===== src/rtl/mbt_pkg.sv =====
// rtl/mbt_pkg.sv - shared constants and FSM encoding for the MBT dispatch sequencer
package mbt_pkg;

   localparam int MBT_LANES       = 4;
   localparam int MBT_ITER_W      = 8;
   localparam int MBT_ADDR_W      = 19;
   localparam int MBT_H_RES       = 800;
   localparam int MBT_V_RES       = 600;
   localparam int MBT_PARAM_LAT   = 3;
   localparam int MBT_TIMEOUT_CYC = 1024;

   typedef enum logic [2:0] {
      S_IDLE,
      S_RST,
      S_SETUP,
      S_START,
      S_WAIT,
      S_WRITE,
      S_ADV,
      S_DONE
   } mbt_state_t;

endpackage


===== src/rtl/mbt_done_collect.sv =====
// rtl/mbt_done_collect.sv - sticky per-lane done flags, iteration capture and group-complete detect
// MBT_TIMEOUT_EN adds a WAIT watchdog; unfinished lanes then report all-ones.
module mbt_done_collect
   import mbt_pkg::*;
#(
   parameter int LANES  = MBT_LANES,
   parameter int ITER_W = MBT_ITER_W
`ifdef MBT_TIMEOUT_EN
   , parameter int TIMEOUT_CYC = MBT_TIMEOUT_CYC
`endif
)(
   input  logic                      clk,
   input  logic                      rst_n,
   input  logic                      clr,
   input  logic                      en,
   input  logic [LANES-1:0]          mbt_done,
   input  logic [LANES*ITER_W-1:0]   mbt_iter,
   output logic                      go,
   output logic [LANES*ITER_W-1:0]   lane_data
);

   logic [LANES-1:0]        sticky_q, sticky_d;
   logic [LANES*ITER_W-1:0] hold_q, hold_d;

   // Capture a lane's count only on the first cycle its done bit is seen.
   always_comb begin
      sticky_d = sticky_q;
      hold_d   = hold_q;
      if (clr) begin
         sticky_d = '0;
         hold_d   = '0;
      end else if (en) begin
         sticky_d = sticky_q | mbt_done;
         for (int k = 0; k < LANES; k++) begin
            if (mbt_done[k] && !sticky_q[k]) begin
               hold_d[k*ITER_W +: ITER_W] = mbt_iter[k*ITER_W +: ITER_W];
            end
         end
      end
   end

   always_ff @(posedge clk or negedge rst_n) begin
      if (!rst_n) begin
         sticky_q <= '0;
         hold_q   <= '0;
      end else begin
         sticky_q <= sticky_d;
         hold_q   <= hold_d;
      end
   end

`ifdef MBT_TIMEOUT_EN
   localparam int TMO_W = $clog2(TIMEOUT_CYC + 1);

   logic [TMO_W-1:0] tmo_q, tmo_d;
   logic             timed_out;

   always_comb begin
      tmo_d     = en ? tmo_q + TMO_W'(1) : '0;
      timed_out = en && (tmo_q == TMO_W'(TIMEOUT_CYC - 1));
      go        = en && ((&sticky_d) || timed_out);
      lane_data = hold_d;
      for (int k = 0; k < LANES; k++) begin
         if (!sticky_d[k]) begin
            lane_data[k*ITER_W +: ITER_W] = '1;
         end
      end
   end

   always_ff @(posedge clk or negedge rst_n) begin
      if (!rst_n) begin
         tmo_q <= '0;
      end else begin
         tmo_q <= tmo_d;
      end
   end
`else
   always_comb begin
      go        = en && (&sticky_d);
      lane_data = hold_d;
   end
`endif

endmodule


===== src/rtl/mbt_dispatch.sv =====
// rtl/mbt_dispatch.sv - raster frame-scan sequencer driving MBT engines and frame-buffer writes
// MBT_TIMEOUT_EN enables the WAIT-state watchdog (TIMEOUT_CYC).
module mbt_dispatch
   import mbt_pkg::*;
#(
   parameter int H_RES     = MBT_H_RES,
   parameter int V_RES     = MBT_V_RES,
   parameter int LANES     = MBT_LANES,
   parameter int ITER_W    = MBT_ITER_W,
   parameter int ADDR_W    = MBT_ADDR_W,
   parameter int PARAM_LAT = MBT_PARAM_LAT
`ifdef MBT_TIMEOUT_EN
   , parameter int TIMEOUT_CYC = MBT_TIMEOUT_CYC
`endif
)(
   input  logic                    clk,
   input  logic                    rst_n,
   input  logic                    frame_go,
   output logic [15:0]             i_x,
   output logic [15:0]             i_y,
   output logic                    rstMBT,
   output logic                    start,
   input  logic [LANES-1:0]        mbt_done,
   input  logic [LANES*ITER_W-1:0] mbt_iter,
   output logic                    fb_we,
   output logic [ADDR_W-1:0]       fb_addr,
   output logic [ITER_W-1:0]       fb_data,
   output logic                    frame_busy,
   output logic                    frame_done
);

   localparam int LANE_W = $clog2(LANES);
   localparam int CNT_W  = 8;

   mbt_state_t          state_q, state_d;
   logic [15:0]         x_q, x_d, y_q, y_d;
   logic [ADDR_W-1:0]   row_base_q, row_base_d;
   logic [CNT_W-1:0]    cnt_q, cnt_d;
   logic                rst_mbt_q, rst_mbt_d, start_q, start_d;
   logic                fb_we_q, fb_we_d, busy_q, busy_d, fdone_q, fdone_d;
   logic [ADDR_W-1:0]   fb_addr_q, fb_addr_d;
   logic [ITER_W-1:0]   fb_data_q, fb_data_d;
   logic [LANE_W-1:0]   lane_d;
   logic                collect_clr, collect_en, group_go;
   logic [LANES*ITER_W-1:0] lane_data;

   assign collect_clr = (state_q == S_RST);
   assign collect_en  = (state_q == S_WAIT);

   mbt_done_collect #(
      .LANES       (LANES),
      .ITER_W      (ITER_W)
`ifdef MBT_TIMEOUT_EN
      , .TIMEOUT_CYC (TIMEOUT_CYC)
`endif
   ) u_collect (
      .clk       (clk),
      .rst_n     (rst_n),
      .clr       (collect_clr),
      .en        (collect_en),
      .mbt_done  (mbt_done),
      .mbt_iter  (mbt_iter),
      .go        (group_go),
      .lane_data (lane_data)
   );

   always_comb begin
      state_d    = state_q;
      x_d        = x_q;
      y_d        = y_q;
      row_base_d = row_base_q;
      cnt_d      = cnt_q;
      unique case (state_q)
         S_IDLE: if (frame_go) begin
            x_d        = '0;
            y_d        = '0;
            row_base_d = '0;
            state_d    = S_RST;
         end
         S_RST: begin
            cnt_d   = '0;
            state_d = S_SETUP;
         end
         S_SETUP: if (cnt_q == CNT_W'(PARAM_LAT - 1)) state_d = S_START;
                  else cnt_d = cnt_q + CNT_W'(1);
         S_START: state_d = S_WAIT;
         S_WAIT: if (group_go) begin
            cnt_d   = '0;
            state_d = S_WRITE;
         end
         S_WRITE: if (cnt_q == CNT_W'(LANES - 1)) state_d = S_ADV;
                  else cnt_d = cnt_q + CNT_W'(1);
         S_ADV: begin
            // Row wrap advances the base by a whole row; no multiplier needed.
            if (x_q == 16'(H_RES - LANES)) begin
               x_d        = '0;
               y_d        = y_q + 16'd1;
               row_base_d = row_base_q + ADDR_W'(H_RES);
            end else begin
               x_d = x_q + 16'(LANES);
            end
            if (y_q == 16'(V_RES - 1) && x_q == 16'(H_RES - LANES)) state_d = S_DONE;
            else state_d = S_RST;
         end
         S_DONE: state_d = S_IDLE;
      endcase

      lane_d    = cnt_d[LANE_W-1:0];
      rst_mbt_d = (state_d == S_RST);
      start_d   = (state_d == S_START);
      fb_we_d   = (state_d == S_WRITE);
      busy_d    = (state_d != S_IDLE);
      fdone_d   = (state_d == S_DONE);
      fb_addr_d = fb_we_d ? row_base_d + ADDR_W'(x_d) + ADDR_W'(lane_d) : '0;
      fb_data_d = fb_we_d ? lane_data[int'(lane_d)*ITER_W +: ITER_W] : '0;
   end

   always_ff @(posedge clk or negedge rst_n) begin
      if (!rst_n) begin
         state_q    <= S_IDLE;
         x_q        <= '0;
         y_q        <= '0;
         row_base_q <= '0;
         cnt_q      <= '0;
         rst_mbt_q  <= 1'b0;
         start_q    <= 1'b0;
         fb_we_q    <= 1'b0;
         fb_addr_q  <= '0;
         fb_data_q  <= '0;
         busy_q     <= 1'b0;
         fdone_q    <= 1'b0;
      end else begin
         state_q    <= state_d;
         x_q        <= x_d;
         y_q        <= y_d;
         row_base_q <= row_base_d;
         cnt_q      <= cnt_d;
         rst_mbt_q  <= rst_mbt_d;
         start_q    <= start_d;
         fb_we_q    <= fb_we_d;
         fb_addr_q  <= fb_addr_d;
         fb_data_q  <= fb_data_d;
         busy_q     <= busy_d;
         fdone_q    <= fdone_d;
      end
   end

   assign i_x        = x_q;
   assign i_y        = y_q;
   assign rstMBT     = rst_mbt_q;
   assign start      = start_q;
   assign fb_we      = fb_we_q;
   assign fb_addr    = fb_addr_q;
   assign fb_data    = fb_data_q;
   assign frame_busy = busy_q;
   assign frame_done = fdone_q;

endmodule


===== config.mk =====
export PLATFORM = sky130hd
export DESIGN_NAME = mbt_dispatch
export DESIGN_NICKNAME = d
export VERILOG_FILES = /design/src/rtl/mbt_pkg.sv /design/src/rtl/mbt_done_collect.sv /design/src/rtl/mbt_dispatch.sv
export SDC_FILE = /design/constraint.sdc
export NUM_CORES = 1
export LEC_CHECK = 0
export BUFFER_PORTS_ARGS = -buffer_cell sky130_fd_sc_hd__buf_4
export CORE_MARGIN = 4
export CORE_UTILIZATION = 60
export DETAILED_ROUTE_END_ITERATION = 10
export GPL_TIMING_DRIVEN = 0
export PLACE_DENSITY = 0.84
export SLEW_MARGIN = 20
export SYNTH_ARGS = -nofsm -noshare
export SYNTH_HDL_FRONTEND = slang
export SYNTH_SLANG_ARGS = --single-unit

===== constraint.sdc =====
create_clock -name clk -period 13.59 [get_ports clk]
set_input_delay 0 -clock clk [delete_from_list [all_inputs] [get_ports clk]]
set_output_delay 0 -clock clk [all_outputs]
set_load 0.05 [all_outputs]

; Yosys cells after proc, flatten, opt, wreduce, memory -nomap -nowiden
; Index checks and enable logic that the tools add are counted.
[word_totals]
in_bits = 39
reg_bits = 130
[classes]
n_shift = 1
reduce_logical = 17
n_addsub = 6
n_eq_ne = 20
n_bitwise = 1
n_mux = 29
[ops]
columns = cell, n
row1 = 2-to-1 mux 16 bit, 4
row2 = 2-to-1 mux 32 bit, 2
row3 = 2-to-1 mux 8 bit, 8
row4 = case mux 16 bit (2 select lines), 2
row5 = 2-to-1 mux 19 bit, 3
row6 = case mux 19 bit (2 select lines), 1
row7 = "equality test 16 x 10 -> 1 bit, second input constant", 2
row8 = case mux 8 bit (4 select lines), 1
row9 = variable part select 32 x 6 -> 8 bit, 1
row10 = case mux 3 bit (8 select lines), 1
row11 = "adder 19 x 10 -> 19 bit, second input constant", 1
row12 = adder 19 x 16 -> 19 bit, 1
row13 = adder 19 x 2 -> 19 bit, 1
row14 = "equality test 3 bit, second input constant", 6
row15 = "adder 16 x 1 -> 16 bit, second input constant", 1
row16 = "adder 16 x 3 -> 16 bit, second input constant", 1
row17 = "equality test 8 x 2 -> 1 bit, second input constant", 2
row18 = 2-to-1 mux 3 bit, 5
row19 = "inequality test 2 bit, second input constant", 5
row20 = "equality test 3 x 2 -> 1 bit, second input constant", 3
row21 = "adder 8 x 1 -> 8 bit, second input constant", 1
row22 = 2-to-1 mux 4 bit, 2
row23 = AND reduction 4 bit, 2
row24 = "equality test 3 x 1 -> 1 bit, second input constant", 2
row25 = 8 further kinds, 16

; Longest topological paths before layout
; Gate-level depths: netlist (run 1).
[depth]
word_depth = 9
mapped_depth = 21
mapped_depth_nobuf = 20

; By module
; Synthesis (run 1) repeated with hierarchy kept, for this count alone.
[hier_totals]
cells_unflattened = 730
area_unflattened_um2 = 6946.7
[modules_own_cells]
columns = mod, seq_area_each_um2, n_inst, cells_each, area_per_inst_um2
row1 = mbt_dispatch, 2352.3, 1, 570, 5445.2
row2 = mbt_done_collect, 900.9, 1, 160, 1501.4

; Least setup slack after synthesis (run 1)
; Ideal clock, no wire load.
[synth_path]
path_type = register to register
startpoint = register x_q[2] (netlist: i_x[2])
endpoint = register fb_addr_q[17] (netlist: fb_addr[17])
path_stages_with_launch = 20
setup_ps = 132
arrival_ps = 4249
n_path_buf = 1
required_ps = 13458
slack_ps = 9209
synth_period_minus_slack_ps = 4381
path_cell_list = dfrtp_1 > ha_1 > nor4bb_1 > and4_1 > clkbuf_1 > o21ai_1 > and2_1 > inv_1 > fa_1 > inv_1 > ha_1 > inv_1 > fa_1 > nor2b_1 > o31a_1 > o211ai_1 > a311oi_1 > o32ai_1 > xnor2_1 > nor2_1
[synth_via]
elab_chain_len = 6
[synth_rtl]
columns = item, line_no
row1 = start: declaration, mbt_dispatch.sv:36  ; logic [15:0] x_q, x_d, y_q, y_d;
row2 = start signal: assignment, mbt_dispatch.sv:121  ; x_q <= '0;
row3 = start signal: assignment, mbt_dispatch.sv:134  ; x_q <= x_d;
row4 = equality test 16 x 10 -> 1 bit, mbt_dispatch.sv:95  ; if (x_q == 16'(H_RES - LANES)) begin
row5 = 2-to-1 mux 16 bit, mbt_dispatch.sv:95
row6 = case mux 16 bit (2 select lines), mbt_dispatch.sv:73  ; unique case (state_q)
row7 = via x_d[1], mbt_dispatch.sv:36
row8 = adder 19 x 16 -> 19 bit, mbt_dispatch.sv:114  ; fb_addr_d = fb_we_d ? row_base_d + ADDR_W'(x_d) + ADDR_W'(lane_d) : '0;
row9 = adder 19 x 2 -> 19 bit, mbt_dispatch.sv:114
row10 = 2-to-1 mux 19 bit, mbt_dispatch.sv:114
row11 = via fb_addr_d[17], mbt_dispatch.sv:41  ; logic [ADDR_W-1:0] fb_addr_q, fb_addr_d;
row12 = end signal: assignment, mbt_dispatch.sv:141  ; fb_addr_q <= fb_addr_d;
row13 = end: declaration, mbt_dispatch.sv:41
; The timed path passes the listed nets, and every way through them passes these cells.
; A chain may end at the register's enable or synchronous reset.

; Final worst setup path (run 1)
[layout_path]
startpoint = register cnt_q[2]
endpoint = register fb_addr_q[17] (netlist: fb_addr[17])
[layout_via]
elab_chain_len = 5
[layout_rtl]
columns = item, line_no
row1 = start: declaration, mbt_dispatch.sv:38  ; logic [CNT_W-1:0] cnt_q, cnt_d;
row2 = start signal: assignment, mbt_dispatch.sv:137  ; cnt_q <= cnt_d;
row3 = "equality test 8 x 2 -> 1 bit, on equally long branches", "mbt_dispatch.sv:91, mbt_dispatch.sv:84"
row4 = "2-to-1 mux 8 bit, on equally long branches", "mbt_dispatch.sv:91, mbt_dispatch.sv:84"
row5 = case mux 8 bit (4 select lines) (*), mbt_dispatch.sv:73
row6 = via cnt_d[1], mbt_dispatch.sv:38
row7 = adder 19 x 2 -> 19 bit (*), mbt_dispatch.sv:114
row8 = 2-to-1 mux 19 bit (*), mbt_dispatch.sv:114
row9 = via fb_addr_d[17], mbt_dispatch.sv:41
; The timed path passes the listed nets; every way through them passes the cells marked *. The select of a mux whose other input is x is not followed.

==> results of run 1 <==
==> registers in the layout, indices dropped and copies added (netlist names), 3 cells and up <==
| register | cells |
|---|---|
| i_x | 16 |
| u_collect.hold_q | 32 |
| row_base_q | 19 |
| cnt_q | 8 |
| state_q | 3 |
| i_y | 16 |
| u_collect.sticky_q | 4 |
| fb_addr | 19 |
| fb_data | 8 |
==> worst reg2reg max path, cell delays in order, from the launching register on <==
cell	delay, ns
dfrtp_1	0.43
or4_4	0.58
nor3_4	0.23
a31oi_4	0.20
a22oi_1	0.81
o22ai_1	0.29
inv_1	0.14
fa_1	0.44
inv_1	0.08
ha_1	0.22
inv_1	0.07
fa_1	0.37
nor2b_1	0.20
o31a_1	0.25
o211ai_1	0.19
a311oi_1	0.47
o32ai_1	0.21
xnor2_1	0.21
nor2_1	0.07
==> routing by layer <==
| metal | up-vias | track usage [%] |
|---|---|---|
| met5 | - | 0 |
| met4 | 0 | 12.6 |
| met3 | 69 | 6.95 |
| met1 | 2989 | 39.3 |
| met2 | 323 | 52.8 |
| li1 | 2757 | - |
==> cells in the final DEF, fill, tap and decap left out, types with 7 or more instances in the layout <==
master,instances
dfrtp_1,130
buf_4,102
nor2_1,90
nand2_1,58
mux2i_1,50
o21ai_0,48
dlygate4sd3_1,36
ha_1,35
a21oi_1,21
nand3_1,19
xor2_1,17
clkbuf_16,17
clkbuf_1,15
inv_1,15
and3_1,12
nor3_1,11
xnor2_1,11
nor2b_1,10
nand2b_1,10
o22ai_1,10
a31oi_1,9
nand4_1,8
o21ai_1,7
==> path summary, 6_finish.rpt <==
check,startpoint,end,slack (ns)
worst max-delay path,cnt_q[2]$_DFFE_PN0P_,fb_addr[17]$_DFF_PN0_,7.99
worst min-delay path,mbt_done[3],u_collect.sticky_q[3]$_DFF_PN0_,0.08
worst max register to register,cnt_q[2]$_DFFE_PN0P_,fb_addr[17]$_DFF_PN0_,7.99
worst min register to register,row_base_q[2]$_DFF_PN0_,row_base_q[2]$_DFF_PN0_,0.53
max in group asynchronous,rst_n,fb_addr[0]$_DFF_PN0_,12.75
min in group asynchronous,rst_n,fb_addr[17]$_DFF_PN0_,0.10
==> per-stage QoR <==
stage	area, um2	util [%]
after global placement	7800	70.7
final	8800	79.8
after global routing	8800	79.8
after CTS	8800	79.8
after detailed placement	7840	71.1
after floorplan	6860	-
==> layout make-up <==
class	instances	area, um2	area share, %
Inverter	18	67.6	0.767
Multi-Input combinational cell	514	3430	39.0
Antenna cell	1	2.50	0.0284
Buffer	21	110	1.25
Tap cell	140	175	1.99
Clock buffer	19	443	5.03
Sequential cell	130	3250	36.9
Clock inverter	12	158	1.79
Timing Repair Buffer	139	1160	13.2
==> where the power goes <==
group	total, W	internal, W	switching, W
Combinational	0.000495	0.000176	0.000318
Clock	0.000472	0.000293	0.000179
Sequential	0.000490	0.000452	0.0000387
==> cells by family after synthesis <==
kind of cell	synth area share, %
XOR/XNOR	3.57
multiplexers	7.62
adder cells (fa/ha/maj)	7.26
flip-flops	47.4
buffers and inverters	2.59
AO/OA/AOI/OAI	13.0
AND/OR/NAND/NOR	18.5
==> summary.txt, run 1 <==
maximum fanout along the worst path = 10
slew of the pin with the lowest slew margin = 0.956 ns
syn_nets = 760
Pwr Total = 0.00146 W
CP top delay family = compound AO/OA/AOI/OAI gates
Synth Area per Inst = 10.0 um2
die area = 13200 um2
CTS sink count = 130
top area cells in the synthesized netlist = dfrtp_1 (47%), mux2i_1 (7.3%), ha_1 (6.4%)
worst path bufs/invs = 3
Final GP Congestion = 0.947
synth unique cells = 68
IO buf count = 102
crit share post-route = 41.2%
CP Capture Type = flip-flop
count leader, synth = dfrtp_1
most used cell along the critical path = inv_1
die height = 115 um
Fin. Hold Viols = 0
gr usage total = 31.3%
worst hold slack = 0.0789 ns
Post-CTS Setup Repair Bufs = 0
total grt overflow = 0
clk slew on worst S/H paths = 0.06 ns
Detail Route Antenna Nets = 0
fraction of post-synthesis cell area in the top cell type by area = 47.4%
DR vias = 6138
CTS buffer count = 17
# IOs = 103
top sig layer = met4
clock buffer depth = 2
cts repair resizes = 0
1st-iter DRT viols = 580
Synth Cell Area = 6860 um2
Fillers = 638
most common library cells after synthesis = dfrtp_1 (130), nor2_1 (90), nand2_1 (58)
Met2 Routed Length = 9920 um
Max Fclk = 179 MHz
CTS tree = yes
H-tree level count = 4
Async SR Flop Fraction = 100%
Synth Register Bits = 130
WP depth = 18
CP max-delay cell = a22oi_1
Slew HR = 36.2%
CP Data Arrival Time = 5.87 ns
RSZ-0062 raised after global routing = false
area grow syn2layout = 28.3%
status = completed
crit path launch type = flip-flop
fraction of layout cells with a size suffix above 1 = 18.8%
DRT Pass-1 Iters = 6
routed len/inst = 20.0 um
cell depth of the worst min-delay path = 4
max_cap viols = 0
fin cells = 994
first-pass GRT wire length = 32100 um
number of global-route vias before repair = 6373
largest net degree at the start of global routing = 79
routed wl met3 = 1380 um
crit path time final = 5.60 ns
DP HPWL = 12400 um
Post-Place Cells = 926
Crit path largest cell delay = 0.81 ns
worst hold path class = in -> reg
sequential share of the synthesized area = 47.4%
Initial Utilization = 62.2%
# setup viols final = 0
Setup Skew = 0.0102 ns
PwrDens = 165 nW/um2
Slew Viols, Final = 0
post-route setup slack = 7.99 ns
initial antenna violation count = 0
detailed-route DRC error count = 0
row cnt = 38
Worst Reg-to-Reg Cells = 18
Layout Nets = 918
CP required = 13.86 ns
worst vdd ir = 0.118 mV
Pleak = 4.52 nW
M1 WL = 7820 um
Post-Route Setup TNS = 0 ns
Synth Flop Type = dfrtp_1
vias per inst = 6.18
Crit Path Category = reg -> reg
clock insertion delay at the later pin of the skew report = 0.42 ns
Synth Warn # = 0
top cell type by total area after synthesis = dfrtp_1
Die W = 115 um
dpl ws = 8.19 ns
Post-synth EDFFs = 0
hold buffer count at CTS = 36
core area = 11000 um2
Synth Instances = 683
Critical Path, Cell by Cell = or4_4, nor3_4, a31oi_4, a22oi_1, o22ai_1, inv_1, fa_1, inv_1, ha_1, inv_1, fa_1, nor2b_1, o31a_1, o211ai_1, a311oi_1, o32ai_1, xnor2_1, nor2_1
wirelength, routed = 19900 um
clk root buf = clkbuf_16
(Power assumes the default switching activity.)
==> run 2: changes to the inputs <==
--- a/config.mk
+++ b/config.mk
@@ -7,10 +7,10 @@
 export LEC_CHECK = 0
 export BUFFER_PORTS_ARGS = -buffer_cell sky130_fd_sc_hd__buf_4
 export CORE_MARGIN = 4
-export CORE_UTILIZATION = 60
+export CORE_UTILIZATION = 57
 export DETAILED_ROUTE_END_ITERATION = 10
 export GPL_TIMING_DRIVEN = 0
-export PLACE_DENSITY = 0.84
+export PLACE_DENSITY = 0.81
 export SLEW_MARGIN = 20
 export SYNTH_ARGS = -nofsm -noshare
 export SYNTH_HDL_FRONTEND = slang
==> constraint.sdc (replaced) <==
create_clock -name clk -period 5.25 [get_ports clk]
set_input_delay 0 -clock clk [delete_from_list [all_inputs] [get_ports clk]]
set_output_delay 0 -clock clk [all_outputs]
set_load 0.05 [all_outputs]
==> run 2 against run 1 <==
Against the previous run:
- via count down 2.8%
- core utilization down 4.2 points
- clock power up 140%
- sequential power rose to 2.6 times the previous value
- cell area down 0.26%
- routed wire length down 6.7%
- register-to-register slack worse by 7.8 ns
- combinational power rose to 2.5 times the previous value
- critical endpoint unchanged
==> summary.txt, run 2 (synthesis gave the netlist of run 1 again) <==
clock buffer depth = 2 (unchanged)
Hold Path End = u_collect.sticky_q[3]$_DFF_PN0_
Fin. Hold Viols = 0 (unchanged)
vias per inst = 5.98 (-3.1%)
Internal = 0.00231 W (+150%)
CTS tree = yes
Post-CTS Setup Repair Bufs = 0 (unchanged)
Post-Route Setup TNS = 0 ns (unchanged)
commonest non-fill, non-tap cell in the layout = dfrtp_1
H-tree level count = 4 (unchanged)
first-pass GRT wire length = 30300 um (-5.7%)
Sw Share = 36.3% (-0.50 points)
Initial Utilization = 59.1% (-3.1 points)
crit share post-route = 95.6% (+54 points)
number of global-route vias before repair = 6051 (-5.1%)
cell depth of the worst min-delay path = 4 (unchanged)
DRT Pass-1 Iters = 5 (-1)
worst vdd ir = 0.262 mV (+120%)
Fillers = 768 (+20%)
clk slew on worst S/H paths = 0.06 ns (about the same)
wirelength, routed = 18600 um (-6.7%)
clock insertion delay at the later pin of the skew report = 0.42 ns (about the same)
CP Data Arrival Time = 5.29 ns (-0.58 ns)
Psw = 0.00131 W (+150%)
Max Fclk = 199 MHz (+11%)
Largest register FFs = 32 (unchanged)
Hold Startpoint = mbt_done[3]
initial antenna violation count = 1 (+1)
flop2flop setup slack = 0.23 ns (-7.76 ns)
Most flops, register = u_collect.hold_q
CTS buffer count = 17 (unchanged)
PwrDens = 413 nW/um2 (+150%)
Worst Reg-to-Reg Cells = 18 (unchanged)
# IOs = 103 (unchanged)
Pwr Total = 0.00363 W (+150%)
Post-Place Cells = 930 (+0.43%)
1st-iter DRT viols = 527 (-9.1%)
Die W = 118 um (+2.4%)
row cnt = 39 (+2.6%)
fin cells = 997 (+0.30%)
status = completed
Pleak = 4.50 nW (-0.34%)
Clock power frac = 30.9% (-1.5 points)
die area = 13900 um2 (+4.9%)
crit path launch type = flip-flop
sequential power share = 34.7% (+1.0 points)
clk root buf = clkbuf_16
CP Capture Type = flip-flop
worst hold slack = 0.0730 ns (-0.00593 ns)
commonest cells after routing, fill and taps aside = dfrtp_1 (130), buf_4 (103), nor2_1 (90)
Crit Path Category = reg -> reg
Slew HR = 47.0% (+11 points)
CP required = 5.52 ns (-8.34 ns)
# setup viols final = 0 (unchanged)
maximum fanout along the worst path = 10 (unchanged)
total grt overflow = 0 (unchanged)
CTS sink count = 130 (unchanged)
Util after Layout = 75.6% (-4.2 points)
area grow syn2layout = 28.0%
r2r endpoint = fb_addr[17]$_DFF_PN0_
Logic pwr share = 34.4% (+0.4 points)
die height = 118 um (+2.4%)
max_cap viols = 0 (unchanged)
IO buf count = 102 (unchanged)
Detail Route Antenna Nets = 0 (unchanged)
Slew Viols, Final = 0 (unchanged)
detailed-route DRC error count = 0 (unchanged)
crit path time final = 5.02 ns (-0.577 ns)
Layout Nets = 919 (+0.11%)
DP HPWL = 12300 um (-1.0%)
Setup Skew = 0.00911 ns (-0.00105 ns)
DR vias = 5966 (-2.8%)
slew of the pin with the lowest slew margin = 0.795 ns (-0.161 ns)
routed len/inst = 18.6 um (-7.0%)
fraction of layout cells with a size suffix above 1 = 19.2% (+0.47 points)
gr usage total = 27.2% (-4.1 points)
Reg2Reg Launch Point = cnt_q[2]$_DFFE_PN0P_
core area = 11600 um2 (+5.3%)
largest net degree at the start of global routing = 73 (-7.6%)
worst hold path class = in -> reg
Final GP Congestion = 0.850 (-10%)
## run 2: cell types whose count changed in the layout (fill, tap and decap cells not counted), sizes merged
cell	before	now
bufinv	3	1
clkbuf	33	35
inv	20	18
buf	110	111
clkinvlp	3	4
## run 2: stage by stage
step,cell area (um2),setup slack [ns]
detailed placement,7850,0.0754
global route,8780,-0.00247
CTS,8760,0.0277
global placement,7800,0.152
finish,8780,0.229
floorplan,6860,0.869
## run 2: critical path, stage by stage (launching register included)
cell and delay (ns):
dfrtp_1 0.43, or4_4 0.58, nor3_4 0.25, a31oi_4 0.20, a22oi_2 0.55, o22ai_1 0.22
inv_1 0.12, fa_1 0.41, inv_1 0.06, ha_1 0.22, inv_1 0.07, fa_1 0.38
nor2b_1 0.21, o31a_1 0.23, o211ai_1 0.20, a311oi_2 0.35, o32ai_1 0.16, xnor2_1 0.18
nor2_1 0.06
## run 2: power by group through the flow
stage,Combinational [W],Sequential (W),Clock (W)
CTS,0.00121,0.00125,0.00112
global placement,0.00113,0.00125,0
floorplan,0.000801,0.00132,0
finish,0.00125,0.00126,0.00112
global route,0.00136,0.00127,0.00117
detailed placement,0.00118,0.00127,0
## run 2: metal layers
metal | wire length (um) | vias up | GRT usage, %
met5 | 0 | - | 0
met4 | 497 | 0 | 11.0
met3 | 1080 | 46 | 6.87
met2 | 9290 | 225 | 44.7
met1 | 7720 | 2934 | 34.7
li1 | - | 2761 | -
## run 2: what timing repair did
action	CTS	global route
gates resized for setup	0	5
setup endpoints to repair	0	3
hold buffers	36	0
endpoints found under the hold margin	107	0
## run 2: layout make-up
cell class	instances	area, um2	share of cell area (%)
clock buffer	21	470	5.36
buffer	21	111	1.27
tap	143	179	2.04
inverter	18	67.6	0.769
multi-input combinational	514	3450	39.3
sequential	130	3250	37.0
antenna	1	2.50	0.0285
clock inverter	9	83.8	0.955
timing repair buffer	140	1160	13.3
## run 2: worst max-delay path by stage
stage,startpoint,end,slack [ns],cells after the start
after floorplan,i_x[2]$_DFF_PN0_,fb_addr[17]$_DFF_PN0_,0.87,19
after global placement,cnt_q[2]$_DFFE_PN0P_,fb_addr[17]$_DFF_PN0_,0.15,18
after detailed placement,cnt_q[2]$_DFFE_PN0P_,fb_addr[17]$_DFF_PN0_,0.08,18
after CTS,cnt_q[2]$_DFFE_PN0P_,fb_addr[17]$_DFF_PN0_,0.03,18
after global routing,cnt_q[2]$_DFFE_PN0P_,fb_addr[17]$_DFF_PN0_,-0.002,18
final,cnt_q[2]$_DFFE_PN0P_,fb_addr[17]$_DFF_PN0_,0.23,18
==> run 3: changes to the inputs <==
--- a/config.mk
+++ b/config.mk
@@ -6,7 +6,7 @@
 export NUM_CORES = 1
 export LEC_CHECK = 0
 export BUFFER_PORTS_ARGS = -buffer_cell sky130_fd_sc_hd__buf_4
-export CORE_MARGIN = 4
+export CORE_MARGIN = 1
 export CORE_UTILIZATION = 57
 export DETAILED_ROUTE_END_ITERATION = 10
 export GPL_TIMING_DRIVEN = 0
==> run 3 against run 2 <==
Against the previous run:
- the flow now finishes with violations (design-rule violations)
- die area decreased by 9.9%
- flip-flop and latch count did not move
- worst setup slack gained 0.035 ns
- combinational power barely moved
- sequential share of layout area is 0.13 points lower
- critical path depth is 2 higher
- cell area up 0.34%
- core utilization rose by 0.58 points
- routed wire length grew 0.28%
- maximum frequency is 0.70% higher
- power rose by 2.0%
- largest power group unchanged
==> summary.txt, run 3 (synthesis gave the netlist of run 1 again) <==
status = complete, but fails checks
violated checks = design-rule violations
CTS buffer count = 17 (unchanged)
DR vias = 5955 (-0.18%)
CP top delay family = compound AO/OA/AOI/OAI gates
commonest non-fill, non-tap cell in the layout = dfrtp_1
area grow syn2layout = 28.5%
total grt overflow = 0 (unchanged)
Pleak = 4.52 nW (+0.30%)
routed len/inst = 18.7 um (+0.28%)
Psw = 0.00133 W (+1.4%)
# IOs = 103 (unchanged)
Crit path largest cell delay = 0.51 ns (-0.07 ns)
Fillers = 756 (-1.6%)
Crit Path Category = reg -> reg
wirelength, routed = 18600 um (+0.28%)
core area = 11600 um2 (-0.42%)
1st-iter DRT viols = 463 (-12%)
DP HPWL = 12100 um (-1.7%)
detailed-route DRC error count = 5 (+5)
Internal = 0.00236 W (+2.3%)
worst hold path class = in -> reg
initial antenna violation count = 0 (-1)
gr usage total = 31.2% (+4.0 points)
crit path launch type = flip-flop
slew of the pin with the lowest slew margin = 0.801 ns (+0.00561 ns)
Post-CTS Setup Repair Bufs = 0 (unchanged)
worst path bufs/invs = 4 (+1)
fraction of layout cells with a size suffix above 1 = 19.1% (-0.14 points)
Logic pwr share = 34.1% (-0.3 points)
largest net degree at the start of global routing = 92 (+26%)
Initial Utilization = 59.3% (+0.25 points)
CTS tree = yes
Final GP Congestion = 0.872 (+2.6%)
H-tree level count = 4 (unchanged)
commonest cells after routing, fill and taps aside = dfrtp_1 (130), buf_4 (102), nor2_1 (90)
Sw Share = 36.1% (-0.21 points)
clk root buf = clkbuf_16
CP required = 5.53 ns (about the same)
die height = 112 um (-5.1%)
Slew Viols, Final = 0 (unchanged)
Slew HR = 46.6% (-0.37 points)
die area = 12500 um2 (-9.9%)
row cnt = 39 (unchanged)
worst hold slack = 0.0434 ns (-0.0296 ns)
crit share post-route = 95.0% (-0.66 points)
DRT Pass-1 Iters = 8 (+3)
CP Data Arrival Time = 5.27 ns (-0.02 ns)
clock insertion delay at the later pin of the skew report = 0.43 ns (about the same)
vias per inst = 5.97 (-0.18%)
CTS sink count = 130 (unchanged)
worst vdd ir = 0.216 mV (-18%)
Post-Route Setup TNS = 0 ns (unchanged)
Max Fclk = 201 MHz (+0.70%)
crit path time final = 4.99 ns (-0.0349 ns)
max_cap viols = 0 (unchanged)
sequential power share = 34.2% (-0.5 points)
CP Capture Type = flip-flop
clock buffer depth = 2 (unchanged)
Detail Route Antenna Nets = 0 (unchanged)
antenna diode count = 0 (-1)
maximum fanout along the worst path = 10 (unchanged)
Setup Skew = 0.00679 ns (-0.00233 ns)
first-pass GRT wire length = 30000 um (-0.96%)
RSZ-0062 raised after global routing = false
Largest register FFs = 32 (unchanged)
Critical Path, Cell by Cell = ha_1, nand2_1, a2111oi_0, nor3b_1, a31oi_4, mux2i_4, buf_6, buf_12, fa_1, inv_1, ha_1, inv_1, fa_1, nor2b_1, o31a_1, o211ai_1, a311oi_2, o32ai_1, xnor2_1, nor2_1
Die W = 112 um (-5.1%)
Most flops, register = u_collect.hold_q
PwrDens = 419 nW/um2 (+1.6%)
Clock power frac = 31.7% (+0.8 points)
clk slew on worst S/H paths = 0.06 ns (about the same)
number of global-route vias before repair = 5976 (-1.2%)
CP max-delay cell = dfrtp_1
# setup viols final = 0 (unchanged)
Layout Nets = 918 (-0.11%)
Fin. Hold Viols = 0 (unchanged)
IO buf count = 102 (unchanged)
==> run 3: cell count changes in the layout (fill, tap and decap cells not counted), sizes merged <==
cell      before  now
buf          111  110
diode          1    0
bufinv         1    2
clkbuf        35   38
clkinvlp       4    2
==> run 3: repair_timing <==
action | 4_1_cts | 5_1_grt
endpoints found under the setup margin | 1 | 1
resized for setup | 1 | 5
endpoints found under the hold margin | 165 | 0
hold buffers | 36 | 0
==> run 3: path summary, 6_finish.rpt <==
path	from	cells after the start	slack [ns]	to
max	cnt_q[0]$_DFF_PN0_	20	0.26	fb_addr[17]$_DFF_PN0_
min	mbt_done[3]	4	0.04	u_collect.sticky_q[3]$_DFF_PN0_
max reg2reg	cnt_q[0]$_DFF_PN0_	20	0.26	fb_addr[17]$_DFF_PN0_
min reg2reg	row_base_q[1]$_DFF_PN0_	2	0.52	row_base_q[1]$_DFF_PN0_
max in group asynchronous	rst_n	3	4.46	i_y[12]$_DFFE_PN0P_
min in group asynchronous	rst_n	2	0.05	cnt_q[6]$_DFFE_PN0P_
==> run 3: stage by stage <==
stage | instance area, um2 | util (%) | worst slack, ns | total power (W) | instances
finish | 8810 | 76.2 | 0.264 | 0.00370 | 997
global route | 8810 | 76.2 | 0.0405 | 0.00385 | 997
CTS | 8790 | 76.0 | 0.175 | 0.00364 | 997
detailed placement | 7850 | 67.8 | 0.0288 | 0.00244 | 929
global placement | 7800 | 67.5 | 0.127 | 0.00238 | 928
floorplan | 6860 | - | 0.869 | 0.00212 | 683
==> run 3: area by class of cell <==
class / instances / area [um2] / share of cell area [%]
Buffer: 21 / 111 / 1.26
Clock buffer: 24 / 482 / 5.47
Clock inverter: 8 / 103 / 1.16
Inverter: 18 / 67.6 / 0.767
Multi-Input combinational cell: 514 / 3460 / 39.2
Sequential cell: 130 / 3250 / 36.9
Tap cell: 143 / 179 / 2.03
Timing Repair Buffer: 139 / 1160 / 13.2
==> run 3: routing by layer <==
| metal | share of wire (%) | vias up | global-route usage, % |
|---|---|---|---|
| met5 | 0 | - | 0 |
| met4 | 4.1 | 0 | 16.4 |
| met3 | 5.1 | 65 | 7.19 |
| met2 | 50 | 235 | 52.4 |
| met1 | 41 | 2906 | 37.7 |
| li1 | - | 2749 | - |
==> run 3: worst register-to-register path: cells and delay by family (launching register included) <==
family | cells | cell delay [ns]
AOI/OAI and AO/OA | 6 | 1.74
xor gates and xnor gates | 1 | 0.16
adders and majority gates | 4 | 1.33
buffers and inverters | 4 | 0.46
DFF | 1 | 0.51
muxes | 1 | 0.12
and+or+nand+nor | 4 | 0.53
==> run 3: power groups by stage <==
stage | Sequential, W | Combinational (W) | Clock, W
2_1_floorplan | 0.00132 | 0.000801 | 0
3_3_place_gp | 0.00126 | 0.00113 | 0
3_5_place_dp | 0.00127 | 0.00117 | 0
4_1_cts | 0.00125 | 0.00122 | 0.00117
5_1_grt | 0.00127 | 0.00136 | 0.00121
6_report | 0.00126 | 0.00126 | 0.00117
